**src/rtl/ioctl_pkg.sv**
```systemverilog
// Shared definitions for the HPS ioctl upload (read-back) path.
//   upl_state_t : upload responder session states
//   IOCTL_AW    : width of the host-side ioctl byte address
//   OOR_BYTE    : byte returned for addresses beyond the backing RAM
package ioctl_pkg;

  typedef enum logic [1:0] {
    IDLE,
    ACK,
    READY,
    READ
  } upl_state_t;

  localparam int unsigned IOCTL_AW = 25;
  localparam logic [7:0]  OOR_BYTE = 8'hFF;

endpackage

```
**src/rtl/ioctl_upload_reader.sv**
```systemverilog
// Upload-direction responder for the HPS ioctl bus. Serves bytes from a synchronous
// game RAM (NVRAM / hiscore) to the host while it reads back a saved image, pausing
// the game CPU for the duration of the session and keeping a running byte checksum.
//
// Ports:
//   clk_sys, reset_n        system clock, asynchronous active-low reset
//   ioctl_upload            host upload session active
//   ioctl_index             session target index (compared against INDEX)
//   ioctl_rd, ioctl_addr    single-cycle read strobe and its byte address
//   ioctl_din, ioctl_wait   returned byte and stall back to the host
//   pause_req, pause_ack    CPU halt handshake
//   mem_addr, mem_rd, mem_q synchronous RAM read port (data RD_LAT cycles after mem_rd)
//   busy, done              session in progress / one-cycle end-of-session pulse
//   checksum                sum mod 256 of bytes served in current or last session
module ioctl_upload_reader
  import ioctl_pkg::*;
#(
  parameter logic [7:0]  INDEX  = 8'd4,
  parameter int unsigned AW     = 10,
  parameter int unsigned DEPTH  = 1024,
  parameter int unsigned RD_LAT = 1
) (
  input  logic                clk_sys,
  input  logic                reset_n,
  input  logic                ioctl_upload,
  input  logic [7:0]          ioctl_index,
  input  logic                ioctl_rd,
  input  logic [IOCTL_AW-1:0] ioctl_addr,
  output logic [7:0]          ioctl_din,
  output logic                ioctl_wait,
  output logic                pause_req,
  input  logic                pause_ack,
  output logic [AW-1:0]       mem_addr,
  output logic                mem_rd,
  input  logic [7:0]          mem_q,
  output logic                busy,
  output logic                done,
  output logic [7:0]          checksum
);

  // READ lasts RD_LAT+1 cycles: the counter is loaded with RD_LAT on entry and the
  // byte is latched in the cycle it reads zero.
  localparam logic [1:0]          LatCnt   = 2'(RD_LAT);
  localparam logic [IOCTL_AW-1:0] DepthLim = IOCTL_AW'(DEPTH);

  upl_state_t          state_q, state_d;
  logic                pend_valid_q, pend_valid_d;
  logic [IOCTL_AW-1:0] pend_addr_q, pend_addr_d;
  logic [1:0]          cnt_q, cnt_d;
  logic                oor_q, oor_d;
  logic [AW-1:0]       mem_addr_q, mem_addr_d;
  logic                mem_rd_q, mem_rd_d;
  logic [7:0]          din_q, din_d;
  logic [7:0]          checksum_q, checksum_d;
  logic                done_q, done_d;

  logic                start_rd;
  logic [IOCTL_AW-1:0] rd_addr;
  logic                in_range;

  always_comb begin
    state_d      = state_q;
    pend_valid_d = pend_valid_q;
    pend_addr_d  = pend_addr_q;
    cnt_d        = cnt_q;
    oor_d        = oor_q;
    mem_addr_d   = mem_addr_q;
    mem_rd_d     = 1'b0;
    din_d        = din_q;
    checksum_d   = checksum_q;
    done_d       = 1'b0;
    start_rd     = 1'b0;
    rd_addr      = ioctl_addr;

    unique case (state_q)
      IDLE: begin
        if (ioctl_upload && (ioctl_index == INDEX)) begin
          state_d      = ACK;
          checksum_d   = 8'h00;
          pend_valid_d = 1'b0;
        end
      end
      ACK: begin
        // One-deep pending slot; a later strobe overwrites an earlier one.
        if (ioctl_rd) begin
          pend_valid_d = 1'b1;
          pend_addr_d  = ioctl_addr;
        end
        if (pause_ack) begin
          pend_valid_d = 1'b0;
          if (ioctl_rd) begin
            start_rd = 1'b1;
            rd_addr  = ioctl_addr;
          end else if (pend_valid_q) begin
            start_rd = 1'b1;
            rd_addr  = pend_addr_q;
          end else begin
            state_d = READY;
          end
        end
      end
      READY: begin
        if (ioctl_rd) begin
          start_rd = 1'b1;
        end
      end
      READ: begin
        // Strobes here violate the wait protocol and are dropped.
        if (cnt_q == 2'd0) begin
          din_d      = oor_q ? OOR_BYTE : mem_q;
          checksum_d = checksum_q + din_d;
          state_d    = READY;
        end else begin
          cnt_d = cnt_q - 2'd1;
        end
      end
      default: state_d = IDLE;
    endcase

    in_range = (rd_addr < DepthLim);
    if (start_rd) begin
      state_d = READ;
      cnt_d   = LatCnt;
      oor_d   = !in_range;
      if (in_range) begin
        mem_rd_d   = 1'b1;
        mem_addr_d = rd_addr[AW-1:0];
      end
    end

    // Host ended the session: any in-flight byte is discarded.
    if ((state_q != IDLE) && !ioctl_upload) begin
      state_d      = IDLE;
      done_d       = 1'b1;
      mem_rd_d     = 1'b0;
      pend_valid_d = 1'b0;
      din_d        = din_q;
      checksum_d   = checksum_q;
    end
  end

  always_ff @(posedge clk_sys or negedge reset_n) begin
    if (!reset_n) begin
      state_q      <= IDLE;
      pend_valid_q <= 1'b0;
      pend_addr_q  <= '0;
      cnt_q        <= 2'd0;
      oor_q        <= 1'b0;
      mem_addr_q   <= '0;
      mem_rd_q     <= 1'b0;
      din_q        <= 8'h00;
      checksum_q   <= 8'h00;
      done_q       <= 1'b0;
    end else begin
      state_q      <= state_d;
      pend_valid_q <= pend_valid_d;
      pend_addr_q  <= pend_addr_d;
      cnt_q        <= cnt_d;
      oor_q        <= oor_d;
      mem_addr_q   <= mem_addr_d;
      mem_rd_q     <= mem_rd_d;
      din_q        <= din_d;
      checksum_q   <= checksum_d;
      done_q       <= done_d;
    end
  end

  // Session-level outputs decode straight from state so reset drops them at once.
  always_comb begin
    ioctl_wait = (state_q == ACK) || (state_q == READ);
    pause_req  = (state_q != IDLE);
    busy       = (state_q != IDLE);
  end

  assign ioctl_din = din_q;
  assign mem_addr  = mem_addr_q;
  assign mem_rd    = mem_rd_q;
  assign done      = done_q;
  assign checksum  = checksum_q;

endmodule

```
**config.mk**
```make
export PLATFORM = sky130hd
export DESIGN_NAME = ioctl_upload_reader
export DESIGN_NICKNAME = d
export VERILOG_FILES = /design/src/rtl/ioctl_pkg.sv /design/src/rtl/ioctl_upload_reader.sv
export SDC_FILE = /design/constraint.sdc
export NUM_CORES = 1
export LEC_CHECK = 0
export ABC_AREA = 0
export CORE_UTILIZATION = 50
export CTS_BUF_LIST = sky130_fd_sc_hd__clkbuf_2
export DETAILED_ROUTE_END_ITERATION = 7
export MAX_ROUTING_LAYER = met4
export PLACE_DENSITY = 0.78
export REMOVE_ABC_BUFFERS = 1
export SLEW_MARGIN = 20
export SYNTH_ARGS = -nofsm -noshare
export SYNTH_HDL_FRONTEND = slang
export SYNTH_SLANG_ARGS = --single-unit
```
**constraint.sdc**
```tcl
create_clock -name clk_sys -period 2.9 [get_ports clk_sys]
set_input_delay 0.29 -clock clk_sys [delete_from_list [all_inputs] [get_ports clk_sys]]
set_output_delay 0.29 -clock clk_sys [all_outputs]
set_load 0.005 [all_outputs]
```
==> results by group <==
Outcome
  – Status: complete, no violations

Finish
  – Final #Nets: 405
  – Commonest cells after routing, fill and taps aside: clkdlybuf4s50_1, dfrtp_1, mux2_2, inv_1
  – Area grow syn2layout: 30.2%
  – Final non-filler cell total: 425
  – Number of diodes: 0
  – Design Area, Final: 3980 µm²
  – Share of layout cells above drive strength 1: 23.7%
  – Most common cell after layout, fill and taps aside: clkdlybuf4s50_1
  – Fillers: 497

Yosys
  – Syn_area_per_cell: 11.7 µm²
  – Yosys Warn Count: 0
  – Post-synth EDFFs: 0
  – Ys flop type: dfrtp_1
  – Synth cell types: 44
  – Post-Syn Area: 3050 µm²
  – Register area share after synthesis: 48.3%
  – Asr flop ratio synth: 100%
  – Syn Inst Count: 262
  – Flops & latches, synth: 59

GRT
  – Gr ovfl total: 0
  – Vias in the first global route: 2283
  – Met1 Track Usage GR: 28.1%
  – Pin count of the biggest net entering global routing: 34
  – First-pass GRT wire length: 10500 µm
  – Antenna violations before repair: 0
  – GRT Util Overall: 22.3%
  – Met2 usage: 34.4%
  – GR peak layer: met2
  – Met3 GRT Util: 5.00%

Place
  – Pre-CTS WS: 0.415 ns
  – Final Wtd Congestion: 0.918
  – Port-buffer cells: 76
  – Detail Placement HPWL: 4670 µm
  – Area after DPL: 3890 µm²
  – Placed cells: 408

Detailed routing
  – Vias per inst: 5.44
  – DRT Wirelength: 6250 µm
  – Final ANT Viol Nets: 0
  – Iter 0 DRT Violations: 102
  – Wire length per cell: 14.7 µm
  – Residual DRC: 0
  – Vias post-DR: 2310
  – First-pass iteration count of the detailed router: 4

Timing
  – Setup repair after global routing missed its margin: no
  – Max-slew headroom: 51.1%
  – Skew final: 0.0150 ns
  – Post-route setup TNS: 0 ns
  – Final hold slack: 0.377 ns
  – Final hold violations: 0
  – # setup viols final: 0
  – Worst setup margin: 0.488 ns
  – FMAX: 415 MHz
  – Fin. max-slew vios: 0
  – Post-route clock period utilization: 83.2%
  – Worst slew pin tran: 0.734 ns
  – Final min period: 2.41 ns

CTS
  – Clk buf depth: 2
  – Post-CTS resize count: 0
  – Sinks on Clock Net: 59
  – CTS Buf Count: 9
  – CTS Hold Bufs: 1
  – CTS H-tree lvls: 3
  – Later-pin clock latency in the skew report: 0.48 ns
  – CTS root buf: clkbuf_2
  – Post-CTS setup buffer count: 0
  – CTS tree: done
  – Clock-pin slew on the worst setup and hold paths: 0.17 ns

Setup path
  – Critical path's slowest cell: clkdlybuf4s50_1
  – Reg-to-Reg Start: oor_q$_DFFE_PN0P_
  – Crit path DAT: 2.12 ns
  – Top delay family on crit path: buffers and inverters
  – Number of cells on the worst reg-to-reg path: 9
  – Crit Path Class: flip-flop to primary output
  – Worst setup EP type: primary output
  – Largest stage delay on the critical path: 0.50 ns
  – Crit Path Max Fanout: 10
  – WP buf/inv: 2
  – R2r setup slk: 0.51 ns
  – Worst path required time: 2.61 ns
  – Cell chain of the critical path: ha_1 -> nor2_1 -> inv_1 -> clkdlybuf4s50_1
  – Startpoint types: flip-flop
  – Reg-to-Reg End: checksum[6]$_DFFE_PN0P_

Power
  – Pleak: 1.74 nW
  – Sequential Power Share: 40.6%
  – Clock power share: 11.8%
  – Max rail drop VDD: 436 µV
  – Cell Int Power: 0.00217 W
  – Power per standard cell area: 852 nW/µm²
  – Sw Ratio: 36.1%
  – Psw: 0.00122 W
  – Combinational Power Share: 47.6%

Floorplan
  – Die span in x: 80.2 µm
  – CORE AREA: 5920 µm²
  – Initial Util: 51.6%
  – I/O pin total: 77
  – Die H: 80.2 µm
  – Area of the die: 6420 µm²
  – Core Rows: 28

Run
  – Max Cap Viol: 0

Min path
  – Min-Delay Path Class: primary input to asynchronous set/reset pin
cells by family (layout without fill, tap and decap cells):
family	Yosys count	after routing	share of synthesized area, %
flip-flops	59	59	48.3
multiplexers	53	53	19.5
adder cells (fa/ha/maj)	14	14	5.98
XOR/XNOR	3	3	0.860
AO/OA/AOI/OAI	41	41	9.26
AND/OR/NAND/NOR	66	66	12.5
buffers and inverters	26	114	3.60
worst max-delay path by stage:
stage / slack [ns] / from / endpoint / depth (start not counted)
detailed placement: 0.41 / mem_q[0] / checksum[6]$_DFFE_PN0P_ / 10
global route: 0.33 / oor_q$_DFFE_PN0P_ / checksum[7]$_DFFE_PN0P_ / 8
finish: 0.49 / state_q[1]$_DFFE_PN0P_ / ioctl_wait / 4
CTS: 0.48 / state_q[1]$_DFFE_PN0P_ / ioctl_wait / 4
floorplan: 0.74 / oor_q$_DFFE_PN0P_ / checksum[6]$_DFFE_PN0P_ / 9
global placement: 0.45 / mem_q[0] / checksum[6]$_DFFE_PN0P_ / 10
cell usage after synthesis (all sizes together), types with 5 or more instances:
cell type  instances  area, µm²
nand2             12       45.0
dfrtp             59       1480
nand3              5       25.0
ha                13        163
nor4               6       37.5
a21oi              8       51.3
nand2b             5       31.3
o211ai             5       42.5
or2                8       50.1
nor2              13       48.8
buf                6       35.0
o21ai             16       80.1
inv               17       63.8
mux2              51        574
registers in the layout (all words and copies together) (netlist names):
register and count:
pend_addr_q 25, ioctl_din 8, pend_valid_q 1, mem_addr 10, done 1, mem_rd 1, oor_q 1, checksum 8
cnt_q 2, state_q 2
stage by stage:
stage	power, W	util [%]
finish	0.00339	67.2
global route	0.00367	67.2
CTS	0.00341	67.2
detailed placement	0.00300	65.7
global placement	0.00295	65.7
floorplan	0.00238	-
power by group through the flow:
stage / Clock (W) / Sequential, W / Combinational (W)
global placement: 0 / 0.00138 / 0.00157
floorplan: 0 / 0.00134 / 0.00104
CTS: 0.000416 / 0.00138 / 0.00162
detailed placement: 0 / 0.00140 / 0.00161
global route: 0.000445 / 0.00142 / 0.00181
finish: 0.000401 / 0.00138 / 0.00161
area by class of cell:
type,instances,area [µm²],share of cell area [%]
Clock buffer,9,45.0,1.13
Inverter,17,63.8,1.60
Sequential cell,59,1480,37.1
Tap cell,75,93.8,2.36
Timing Repair Buffer,81,796,20.0
Clock inverter,7,35.0,0.881
Multi-Input combinational cell,177,1470,36.9
metal layers:
| metal | vias up | share of wire (%) |
|---|---|---|
| met2 | 73 | 46 |
| met1 | 1117 | 46 |
| met5 | - | 0 |
| met3 | 15 | 5.9 |
| li1 | 1105 | - |
| met4 | 0 | 2.0 |
Note: power is estimated with default switching activity, not from simulation.
